File: src/rtl/matmul_pkg.sv
// Shared constants and loader state encoding for the matrix-multiply front end.
package matmul_pkg;
    localparam int DATA_W = 8;
    localparam int ADDR_W = 6;
    localparam int ROWS   = 2;
    localparam int COLS   = 2;

    typedef enum logic [2:0] {
        IDLE   = 3'd0,
        LOAD_A = 3'd1,
        LOAD_B = 3'd2,
        CHECK  = 3'd3,
        DONE   = 3'd4
    } loader_state_e;
endpackage

File: src/rtl/beat_counter.sv
// Mod-N beat counter with synchronous clear; wrap_o flags the enabled final count.
module beat_counter #(
    parameter int N = 4,
    parameter int W = 2
) (
    input  logic         clk,
    input  logic         rst,
    input  logic         clr_i,
    input  logic         en_i,
    output logic [W-1:0] cnt_o,
    output logic         wrap_o
);
    localparam logic [W-1:0] LAST = W'(N - 1);

    logic [W-1:0] cnt_q, cnt_d;

    assign wrap_o = en_i && (cnt_q == LAST);
    assign cnt_o  = cnt_q;

    always_comb begin
        cnt_d = cnt_q;
        if (clr_i)
            cnt_d = '0;
        else if (en_i)
            cnt_d = wrap_o ? '0 : cnt_q + 1'b1;
    end

    always_ff @(posedge clk or posedge rst) begin
        if (rst)
            cnt_q <= '0;
        else
            cnt_q <= cnt_d;
    end
endmodule

File: src/rtl/matrix_stream_loader.sv
// Streams ROWS*COLS bytes into memory A, then B, and pulses load_done.
// Optional trailing-checksum beat enabled by defining LOADER_CHECKSUM_EN.
module matrix_stream_loader #(
    parameter int ROWS   = matmul_pkg::ROWS,
    parameter int COLS   = matmul_pkg::COLS,
    parameter int DATA_W = matmul_pkg::DATA_W,
    parameter int ADDR_W = matmul_pkg::ADDR_W
) (
    input  logic              clk,
    input  logic              rst,
    input  logic              start,
    input  logic [DATA_W-1:0] s_data,
    input  logic              s_valid,
    output logic              s_ready,
    output logic              write_A,
    output logic [ADDR_W-1:0] write_address_A,
    output logic [DATA_W-1:0] write_value_A,
    output logic              write_B,
    output logic [ADDR_W-1:0] write_address_B,
    output logic [DATA_W-1:0] write_value_B,
    output logic              busy,
    output logic              load_done,
    output logic              load_err
);
    import matmul_pkg::*;

    localparam int N     = ROWS * COLS;
    localparam int CNT_W = (N > 1) ? $clog2(N) : 1;

    if (N > 2**ADDR_W) begin : g_addr_check
        $error("matrix_stream_loader: ROWS*COLS exceeds the ADDR_W address space");
    end

    loader_state_e     state_q, state_d;
    logic              s_ready_q, s_ready_d;
    logic              busy_q, busy_d;
    logic              done_q, done_d;
    logic              wr_a_q, wr_b_q;
    logic [ADDR_W-1:0] waddr_q;
    logic [DATA_W-1:0] wval_q;

    logic              accept, cnt_en, cnt_clr, cnt_wrap;
    logic [CNT_W-1:0]  idx;

    // s_ready is registered, so accept only ever sees a load state's beat.
    assign accept  = s_valid & s_ready_q;
    assign cnt_en  = accept & ((state_q == LOAD_A) || (state_q == LOAD_B));
    assign cnt_clr = (state_q == IDLE) & start;

    beat_counter #(.N(N), .W(CNT_W)) u_beat_counter (
        .clk    (clk),
        .rst    (rst),
        .clr_i  (cnt_clr),
        .en_i   (cnt_en),
        .cnt_o  (idx),
        .wrap_o (cnt_wrap)
    );

    always_ff @(posedge clk or posedge rst) begin
        if (rst)
            state_q <= IDLE;
        else
            state_q <= state_d;
    end

    always_comb begin
        state_d = state_q;
        case (state_q)
            IDLE:    if (start) state_d = LOAD_A;
            LOAD_A:  if (cnt_wrap) state_d = LOAD_B;
`ifdef LOADER_CHECKSUM_EN
            LOAD_B:  if (cnt_wrap) state_d = CHECK;
`else
            LOAD_B:  if (cnt_wrap) state_d = DONE;
`endif
            CHECK:   if (accept) state_d = DONE;
            DONE:    state_d = IDLE;
            default: state_d = IDLE;
        endcase
    end

    // Ready/busy follow the upcoming state; load_done lags DONE so it trails the last write.
    always_comb begin
        s_ready_d = (state_d == LOAD_A) || (state_d == LOAD_B) || (state_d == CHECK);
        busy_d    = (state_d != IDLE);
        done_d    = (state_q == DONE);
    end

    always_ff @(posedge clk or posedge rst) begin
        if (rst) begin
            s_ready_q <= 1'b0;
            busy_q    <= 1'b0;
            done_q    <= 1'b0;
            wr_a_q    <= 1'b0;
            wr_b_q    <= 1'b0;
            waddr_q   <= '0;
            wval_q    <= '0;
        end else begin
            s_ready_q <= s_ready_d;
            busy_q    <= busy_d;
            done_q    <= done_d;
            wr_a_q    <= cnt_en & (state_q == LOAD_A);
            wr_b_q    <= cnt_en & (state_q == LOAD_B);
            if (cnt_en) begin
                waddr_q <= ADDR_W'(idx);
                wval_q  <= s_data;
            end
        end
    end

    assign s_ready         = s_ready_q;
    assign busy            = busy_q;
    assign load_done       = done_q;
    assign write_A         = wr_a_q;
    assign write_B         = wr_b_q;
    assign write_address_A = waddr_q;
    assign write_address_B = waddr_q;
    assign write_value_A   = wval_q;
    assign write_value_B   = wval_q;

`ifdef LOADER_CHECKSUM_EN
    logic [7:0] sum_q;
    logic       err_q;

    always_ff @(posedge clk or posedge rst) begin
        if (rst) begin
            sum_q <= '0;
            err_q <= 1'b0;
        end else if (cnt_clr) begin
            sum_q <= '0;
            err_q <= 1'b0;
        end else begin
            if (cnt_en)
                sum_q <= sum_q + 8'(s_data);
            if ((state_q == CHECK) && accept)
                err_q <= (8'(s_data) != sum_q);
        end
    end

    assign load_err = err_q;
`else
    assign load_err = 1'b0;
`endif
endmodule

File: config.mk
export PLATFORM = sky130hd
export DESIGN_NAME = matrix_stream_loader
export DESIGN_NICKNAME = d
export VERILOG_FILES = /design/src/rtl/matmul_pkg.sv /design/src/rtl/beat_counter.sv /design/src/rtl/matrix_stream_loader.sv
export SDC_FILE = /design/constraint.sdc
export NUM_CORES = 1
export LEC_CHECK = 0
export CAP_MARGIN = 20
export CORE_MARGIN = 1
export CORE_UTILIZATION = 36
export CTS_CLUSTER_DIAMETER = 200
export DETAILED_ROUTE_END_ITERATION = 8
export GPL_ROUTABILITY_DRIVEN = 0
export PLACE_DENSITY_LB_ADDON = 0.05
export SLEW_MARGIN = 20
export SYNTH_ARGS = -nofsm -noshare
export SYNTH_HDL_FRONTEND = slang
export SYNTH_HIERARCHICAL = 1
export SYNTH_SLANG_ARGS = --single-unit
File: constraint.sdc
create_clock -name clk -period 1.55 [get_ports clk]
set_input_delay 0.155 -clock clk [delete_from_list [all_inputs] [get_ports clk]]
set_output_delay 0.155 -clock clk [all_outputs]
set_load 0.02 [all_outputs]
==> results.py <==
metrics = {
    "outcome": {
        "outcome": "completed",
    },
    "sta": {
        "setup_slack_ns": 0.102,
        "clock_skew_ns": 0.00527,
        "final_hold_viol_count": 0,
        "rsz0062_at_grt": "false",
        "timing.setup.tns_ns": 0,
        "min_period_ns": 1.45,
        "setup_viol": 0,
        "min_period_over_period_pct": 93.4,
        "drv_slew": 0,
        "fmaxAchievable_ghz": 0.691,
    },
    "clock_tree": {
        "htree_num_levels": 1,
        "clk_latency_ns": 0.29,
        "cts_tree": "built",
        "clkTransAtPathRegs_ns": 0.11,
        "postCtsHoldBufs": 0,
        "cts_buffer_depth": 2,
        "cts_num_sinks": 20,
        "cts_made_buffers": 3,
        "cts_root_buffer": "clkbuf_4",
    },
    "critical_path": {
        "cpMaxStageDelayCell": "clkdlybuf4s50_1",
        "cp_slowest_stage_delay_ns": 0.61,
        "crit_fanout": 3,
        "cp_data_arrival_time_ns": 1.29,
        "required_ns": 1.39,
        "endpoint_kind": "primary output",
        "crit_type": "reg2out",
        "critical_path.top_delay_family": "buffers and inverters",
        "cp_num_cells": 1,
        "startpoint_type": "register",
        "crit_chain": "clkdlybuf4s50_1",
        "rr_worst_depth": 6,
        "worst-path-buf-inv": 1,
    },
    "layout": {
        "regArea_sq_um": 502,
        "nFillCells": 241,
        "layout_common_cells": "clkdlybuf4s50_1 (36), dfrtp_1 (19), mux2_2 (10), buf_4 (10), conb_1 (9)",
        "multi_input_area_sq_um": 363,
        "num_antenna_cells": 0,
        "mostFrequentLayoutCell": "clkdlybuf4s50_1",
        "final_nets": 133,
        "area_growth_syn_to_layout_pct": 39.0,
        "drive_gt1_share_pct": 26.1,
        "fin_cells": 149,
        "final_core_util_pct": 54.3,
    },
    "run": {
        "cap_violations": 0,
    },
    "synthesis": {
        "yosys_warnings": 6,
        "synth_cell_types": 27,
        "synth_cells": 84,
        "synth_seq_cells": 20,
        "ys_seq_area_share_pct": 50.4,
        "synth_area_sq_um": 993,
        "syn_avg_cell_area_sq_um": 11.8,
    },
    "floorplan": {
        "io_pins": 46,
        "core_sq_mm": 0.00254,
        "rows": 18,
        "start_util_pct": 39.0,
        "die_h_um": 54.5,
        "die_w_um": 54.5,
        "die_area_sq_mm": 0.00297,
    },
    "place": {
        "place_hpwl_um": 1290,
        "placed_cells": 145,
        "pre_cts_ws_ns": -0.114,
        "numPortBuffers": 36,
    },
    "drt": {
        "routed_wl_um": 1650,
        "vias": 654,
        "drc": 0,
        "wl_per_cell_um": 11.1,
        "drt-initial-drc-count": 1,
        "ant_nets": 0,
        "viasPerCell": 4.39,
        "first_pass_iters": 2,
    },
    "global_route": {
        "first_global_vias": 639,
        "grt_usage_pct": 13.2,
        "antenna_found_initial": 0,
        "grt_pass1_wl_um": 2730,
        "grt_max_degree": 12,
        "overflow": 0,
    },
    "pwr": {
        "vdd_drop_max_uv": 1150,
        "cellPowerDensity_mw_per_mm2": 2100,
        "leakage_uw": 0.000611,
    },
    "min_path": {
        "worst_hold_path_type": "in2async",
    },
}
cell usage after synthesis:
library cell	instances	area (sq um)
and2_1	2	12.5
ha_1	1	12.5
nand2_1	1	3.75
mux2_2	10	113
nor4b_1	3	26.3
or3b_1	1	8.76
buf_6	1	11.3
mux2i_1	1	10.0
dfrtp_1	20	500
a21oi_2	1	8.76
nor3b_1	1	7.51
buf_2	2	10.0
nor2_1	4	15.0
nand3_1	1	5.00
nand2b_1	3	18.8
buf_4	20	150
a2111oi_2	1	15.0
o21ai_0	1	5.00
conb_1	1	3.75
xnor2_1	1	8.76
nor3_1	1	5.00
nor2b_1	1	6.26
a21oi_1	1	5.00
a21o_1	1	7.51
and3_1	1	6.26
nor3_2	1	10.0
inv_1	2	7.51
worst reg2reg max path, delay by kind of cell, from the launching register on:
family	cells	cell delay (ns)
DFF	1	0.42
buffers and inverters	1	0.12
AOI/OAI and AO/OA	1	0.19
and+or+nand+nor	3	0.38
xor gates and xnor gates	1	0.22
what timing repair did:
| item | CTS | global route |
|---|---|---|
| setup buffers | 0 | 0 |
| resized for setup | 0 | 1 |
| setup endpoints to repair | 0 | 2 |
through the flow:
stage,power (uW),cell area [sq um],hold WS [ns]
floorplan,2050,1040,-0.104
global placement,2600,1340,0.349
detailed placement,2630,1340,0.347
CTS,2930,1370,0.0163
global route,3110,1380,0.0368
finish,2900,1380,0.0254
final cells by class:
cell class                      count  share of cell area, %
Timing Repair Buffer               46                   31.5
Inverter                            2                  0.543
Multi-Input combinational cell     47                   26.3
Sequential cell                    20                   36.3
Clock buffer                        4                   2.63
Tap cell                           30                   2.72
layer usage:
metal	part of all wire, %	wire (um)	up-vias	global-route usage (%)
li1	-	-	321	-
met1	46	758	299	16.8
met2	45	739	32	20.9
met3	8.3	136	2	5.28
met4	0.73	12	0	2.56
met5	0	0	-	0
registers in the layout (all words and copies together), names as in the netlist:
register / cells
s_ready: 1
load_done: 1
state_q: 3
write_A: 1
write_B: 1
write_address_A: 2
write_value_A: 8
u_beat_counter/cnt_o: 2
busy: 1
report_power, final:
group	switching [uW]	internal (uW)	leakage, uW	total, uW
Sequential	148	740	0.000245	888
Combinational	806	919	0.000345	1730
Clock	147	143	0.0000210	290
Total	1100	1800	0.000611	2900
cell families after synthesis:
group / synth area share [%]
compound gates: 4.16
xor+xnor: 0.882
fa+ha+maj: 1.26
buf+inv: 18.0
flops: 50.4
mux: 12.3
other cells: 0.377
simple gates: 12.6
final timing paths:
| check | start | to | slack, ns |
|---|---|---|---|
| min in group clk | s_data[4] | write_value_A[4] | 0.47 |
| setup / recovery | write_address_A[1] | write_address_A[1] | 0.10 |
| hold reg to reg | write_value_A[4] | write_value_A[4] | 0.54 |
| hold / removal | rst | u_beat_counter/cnt_o[1] | 0.03 |
| max in group asynchronous | rst | s_ready | 1.24 |
| setup reg to reg | state_q[1] | state_q[1] | 0.11 |
Power figures use the tool's default switching activity.
==> edit 1 (same settings) <==
The option `LOADER_CHECKSUM_EN` is turned on by a define.
--- a/src/rtl/matrix_stream_loader.sv
+++ b/src/rtl/matrix_stream_loader.sv
@@ -1,4 +1,6 @@
 // Streams ROWS*COLS bytes into memory A, then B, and pulses load_done.
 // Optional trailing-checksum beat enabled by defining LOADER_CHECKSUM_EN.
+`define LOADER_CHECKSUM_EN
+
 module matrix_stream_loader #(
     parameter int ROWS   = matmul_pkg::ROWS,
Behaviour: not the same (Yosys sat finds a counterexample within 10 cycles, from zero or initial values and one cycle with rst high).
==> edit 1 against the unedited design <==
- the flow now finishes with violations (negative setup slack)
- sequential cell count is 9 higher
- worst setup slack worse by 0.22 ns
- sequential share of layout area shrank 5.3 points
- largest power group unchanged
- routed wire length grew 120%
- total power rose by 67%
- area after synthesis increased by 66%
- first-iteration DRC count rose to 49 times the old value
- final area rose by 70%
- via count grew 100%
==> edit 1: results (changes against the unedited design) <==
- Status: complete, but fails checks (was completed)
- Failing checks: negative setup slack
- RR Endpoint: sum_q[7]$_DFFE_PP0P_ (was state_q[1]$_DFF_PP0_)
- Setup ws final: -0.120 ns (was 0.102 ns)
- Final net count: 251 (was 133)
- Clock skew: 0.00568 ns (was 0.00527 ns)
- Largest net degree at the start of global routing: 28 (was 12)
- Total GRT Usage: 17.1% (was 13.2%)
- Synth unique cells: 40 (was 27)
- Hold slack: 0.0417 ns (was 0.0254 ns)
- Layout filler cell count: 414 (was 241)
- Seq/Total Area, Yosys: 44.0% (was 50.4%)
- Reg2Reg Depth: 6 (unchanged)
- WL final: 3700 um (was 1650 um)
- Worst R2R Start: sum_q[1]$_DFFE_PP0P_ (was state_q[1]$_DFF_PP0_)
- Root buffer cell: clkbuf_8 (was clkbuf_4)
- Peak supply drop: 0.827 mV (was 1.15 mV)
- Critical Path Slowest Stage Cell: dfrtp_1 (was clkdlybuf4s50_1)
- Cts bufs inserted: 5 (was 3)
- Share of cells above drive strength 1: 25.1% (was 26.1%)
- Dpl hpwl: 2770 um (was 1290 um)
- Leak pwr: 1.11 nW (was 0.611 nW)
- First-pass GRT wire length: 6480 um (was 2730 um)
- Port-buffer cells: 37 (was 36)
- Worst path max stage delay: 0.42 ns (was 0.61 ns)
- Setup Viol. Count Final: 4 (was 0)
- Initial drt markers: 49 (was 1)
- Fin Setup TNS: -0.291 ns (was 0 ns)
## edit 1: cell types whose count changed after synthesis, sizes merged, moves of 4 or more
cell,delta
dfrtp,+9
ha,+7
inv,+8
mux2,-10
mux2i,+4
nand2,+31
nand3,+10
o21ai,+8
## edit 1: through the flow
step	instances	area, um^2	util [%]
after floorplan	182	1760	-
after global placement	272	2190	50.0
after detailed placement	272	2190	50.0
after CTS	281	2310	52.7
after global routing	283	2340	53.5
final	283	2340	53.5
## edit 1: logic make-up after synthesis
logic type / count (synthesis) / synth area share (%)
other: 1 / 0.227
adder cells (fa/ha/maj): 9 / 7.28
AO/OA/AOI/OAI: 23 / 8.64
flip-flops: 29 / 44.0
multiplexers: 5 / 3.03
buffers and inverters: 34 / 13.0
AND/OR/NAND/NOR: 69 / 21.2
XOR/XNOR: 5 / 2.65
## edit 1: worst max-delay path by stage
| stage | from | end | slack [ns] |
|---|---|---|---|
| 2_1_floorplan | state_q[2]$_DFF_PP0_ | busy$_DFF_PP0_ | -0.21 |
| 3_3_place_gp | s_data[0] | sum_q[6]$_DFFE_PP0P_ | -0.41 |
| 3_5_place_dp | s_data[0] | sum_q[6]$_DFFE_PP0P_ | -0.48 |
| 4_1_cts | sum_q[1]$_DFFE_PP0P_ | sum_q[7]$_DFFE_PP0P_ | -0.14 |
| 5_1_grt | sum_q[1]$_DFFE_PP0P_ | sum_q[7]$_DFFE_PP0P_ | -0.21 |
| 6_report | sum_q[1]$_DFFE_PP0P_ | sum_q[7]$_DFFE_PP0P_ | -0.12 |
## edit 1: final cells by class
class                      instances  area [um^2]  area share (%)
inverter                          10         37.5            1.60
tap                               52         65.1            2.77
timing repair buffer              65          579            24.7
clock buffer                       6         72.6            3.09
multi-input combinational        119          853            36.4
clock inverter                     2         10.0           0.427
sequential                        29          727            31.0
## edit 1: report_power, final
| part | switching [W] | internal [W] |
|---|---|---|
| sequential | 0.000257 | 0.00109 |
| combinational | 0.00144 | 0.00146 |
| clock | 0.000292 | 0.000310 |
## edit 1: routing by layer
metal | track usage [%] | part of all wire, % | up-vias
met1 | 22.6 | 48 | 632
met4 | 8.00 | 2.1 | 0
met3 | 3.20 | 3.1 | 8
li1 | - | - | 665
met5 | 0 | 0 | -
met2 | 27.0 | 47 | 28
## edit 1: timing repair
action | CTS | global route
buffers inserted | 1 | 2
gates resized for setup | 5 | 3
pin swaps | 5 | 6
endpoints found under the hold margin | 0 | 0
endpoints found under the setup margin | 6 | 13
## edit 1: critical path, delay by kind of cell (launching register included)
kind / cells / cell delay, ns
compound gates: 3 / 0.50
mux: 2 / 0.43
flops: 1 / 0.42
fa+ha+maj: 1 / 0.23
==> edit 2 (same flow settings) <==
Made on the original files. Encoding of `loader_state_e`: now one-hot (5 bits for 5 states).
--- a/src/rtl/matmul_pkg.sv
+++ b/src/rtl/matmul_pkg.sv
@@ -6,10 +6,10 @@
     localparam int COLS   = 2;
 
-    typedef enum logic [2:0] {
-        IDLE   = 3'd0,
-        LOAD_A = 3'd1,
-        LOAD_B = 3'd2,
-        CHECK  = 3'd3,
-        DONE   = 3'd4
+    typedef enum logic [4:0] {
+        IDLE   = 5'b00001,
+        LOAD_A = 5'b00010,
+        LOAD_B = 5'b00100,
+        CHECK  = 5'b01000,
+        DONE   = 5'b10000
     } loader_state_e;
 endpackage
Check against the original RTL: same outputs for any inputs over 10 cycles, from zero or initial values and one cycle with rst high; not proved beyond that.
==> edit 2 against the unedited design <==
- total power is 14% lower
- routed wire length increased by 33%
- die area increased by 17%
- final area up 13%
- sequential cell count rose by 2
- final cell count increased by 20%
- area after synthesis increased by 17%
- worst setup slack worse by 0.051 ns
- fmax is 3.4% lower
- count of clock-buffer cells in the layout unchanged
- clock skew rose by 0.011 ns
- sequential power rose by 0.6%
- first-iteration DRC count rose to 13 times the old value
- critical endpoint is now s_ready$_DFF_PP0_
- highest routed layer unchanged
==> edit 2: results (changes against the unedited design) <==
- Status: completed (unchanged)
- Routed wire per std cell: 12.2 um (was 11.1 um)
- Syn Area/Cell: 11.9 um^2 (was 11.8 um^2)
- Worst-path clk slew: 0.13 ns (was 0.11 ns)
- WL final: 2190 um (was 1650 um)
- Post-synth top cells: dfrtp_1, buf_4, mux2_4 (was buf_4, dfrtp_1, mux2_2)
- Synth top area cells: dfrtp_1, buf_4, mux2_4 (was dfrtp_1, buf_4, mux2_2)
- Share of cells above drive strength 1: 25.9% (was 26.1%)
- Final net count: 149 (was 133)
- Placed Cells: 172 (was 145)
- Worst R2R Start: state_q[2]$_DFF_PP0_ (was state_q[1]$_DFF_PP0_)
- Worst EP arrival: 1.69 ns (was 1.29 ns)
- Largest net degree at the start of global routing: 21 (was 12)
- Hold slack: 0.0244 ns (was 0.0254 ns)
- Leak pwr: 0.762 nW (was 0.611 nW)
- Initial drt markers: 13 (was 1)
- Peak supply drop: 0.721 mV (was 1.15 mV)
- Total GRT Usage: 13.9% (was 13.2%)
- Worst-Skew Late Latency: 0.31 ns (was 0.29 ns)
- First-pass DRT Iterations: 4 (was 2)
- Max reg flops: 8 (unchanged)
- Seq/Total Area, Yosys: 47.4% (was 50.4%)
- Cts bufs inserted: 3 (unchanged)
- Critical Path Fanout Max: 4 (was 3)
- Vias in the first global route: 795 (was 639)
- Vias: 791 (was 654)
- Register-to-register setup slack: 0.05 ns (was 0.11 ns)
- Dpl hpwl: 1660 um (was 1290 um)
- Clock skew: 0.0165 ns (was 0.00527 ns)
## edit 2: changes by cell type in the layout (fill, tap and decap cells not counted), moves of 2 or more
cell	delta
nand2_1	+2
dfrtp_1	+2
and2_1	-2
nand2b_1	-2
inv_1	+3
nand3b_1	+2
mux2_4	+9
mux2_2	-9
## edit 2: report_power, final
part           internal, W  total (W)  leakage, nW  switching (W)
Combinational     0.000711    0.00133        0.457       0.000621
Clock             0.000100   0.000271       0.0150       0.000170
Sequential        0.000751   0.000893        0.290       0.000142
## edit 2: final timing paths
kind | cells past startpoint | endpoint
worst min register to register | 1 | write_value_A[1]$_DFFE_PP0P_
min in group clk | 2 | write_value_A[6]$_DFFE_PP0P_
worst max-delay path | 7 | s_ready$_DFF_PP0_
max in group asynchronous | 3 | state_q[0]$_DFF_PP1_
worst max register to register | 7 | s_ready$_DFF_PP0_
worst min-delay path | 2 | u_beat_counter/cnt_o[1]$_DFFE_PP0P_
## edit 2: final cells by class
cell class	instances	area, um^2
fill	302	1500
sequential	22	552
multi-input combinational	56	454
timing repair buffer	47	442
tap	44	55.1
clock buffer	4	26.3
inverter	6	25.0
## edit 2: kinds of logic after synthesis
group,count (synthesis),synth area share (%)
adder cells (fa/ha/maj),1,1.07
XOR/XNOR,2,2.15
multiplexers,11,13.4
other,1,0.322
AND/OR/NAND/NOR,25,14.5
flip-flops,22,47.4
AO/OA/AOI/OAI,8,4.40
buffers and inverters,28,16.8
## edit 2: what timing repair did
| item | in CTS | in global routing |
|---|---|---|
| setup endpoints to repair | 1 | 11 |
| buffers inserted | 0 | 3 |
| resized for setup | 1 | 0 |
| pin swaps | 0 | 5 |
## edit 2: metal layers
layer | vias up | global-route usage, % | share of wire (%)
li1 | 375 | - | -
met1 | 384 | 15.8 | 44
met2 | 30 | 24.8 | 49
met3 | 2 | 2.86 | 5.8
met4 | 0 | 6.12 | 0.87
met5 | - | 0 | 0
## edit 2: stage by stage
step                area, um^2  setup slack, ns
floorplan                 1200          -0.0901
global placement          1510           0.0638
detailed placement        1510           0.0104
CTS                       1530           0.0102
global route              1550          -0.0248
finish                    1550           0.0510
## edit 2: critical path, cell delays in order (launching register included)
cell	delay [ns]
dfrtp_1	0.43
xor2_2	0.18
nand4_2	0.12
inv_4	0.04
and2_4	0.14
and3b_2	0.20
o21ai_2	0.16
o2111ai_1	0.12
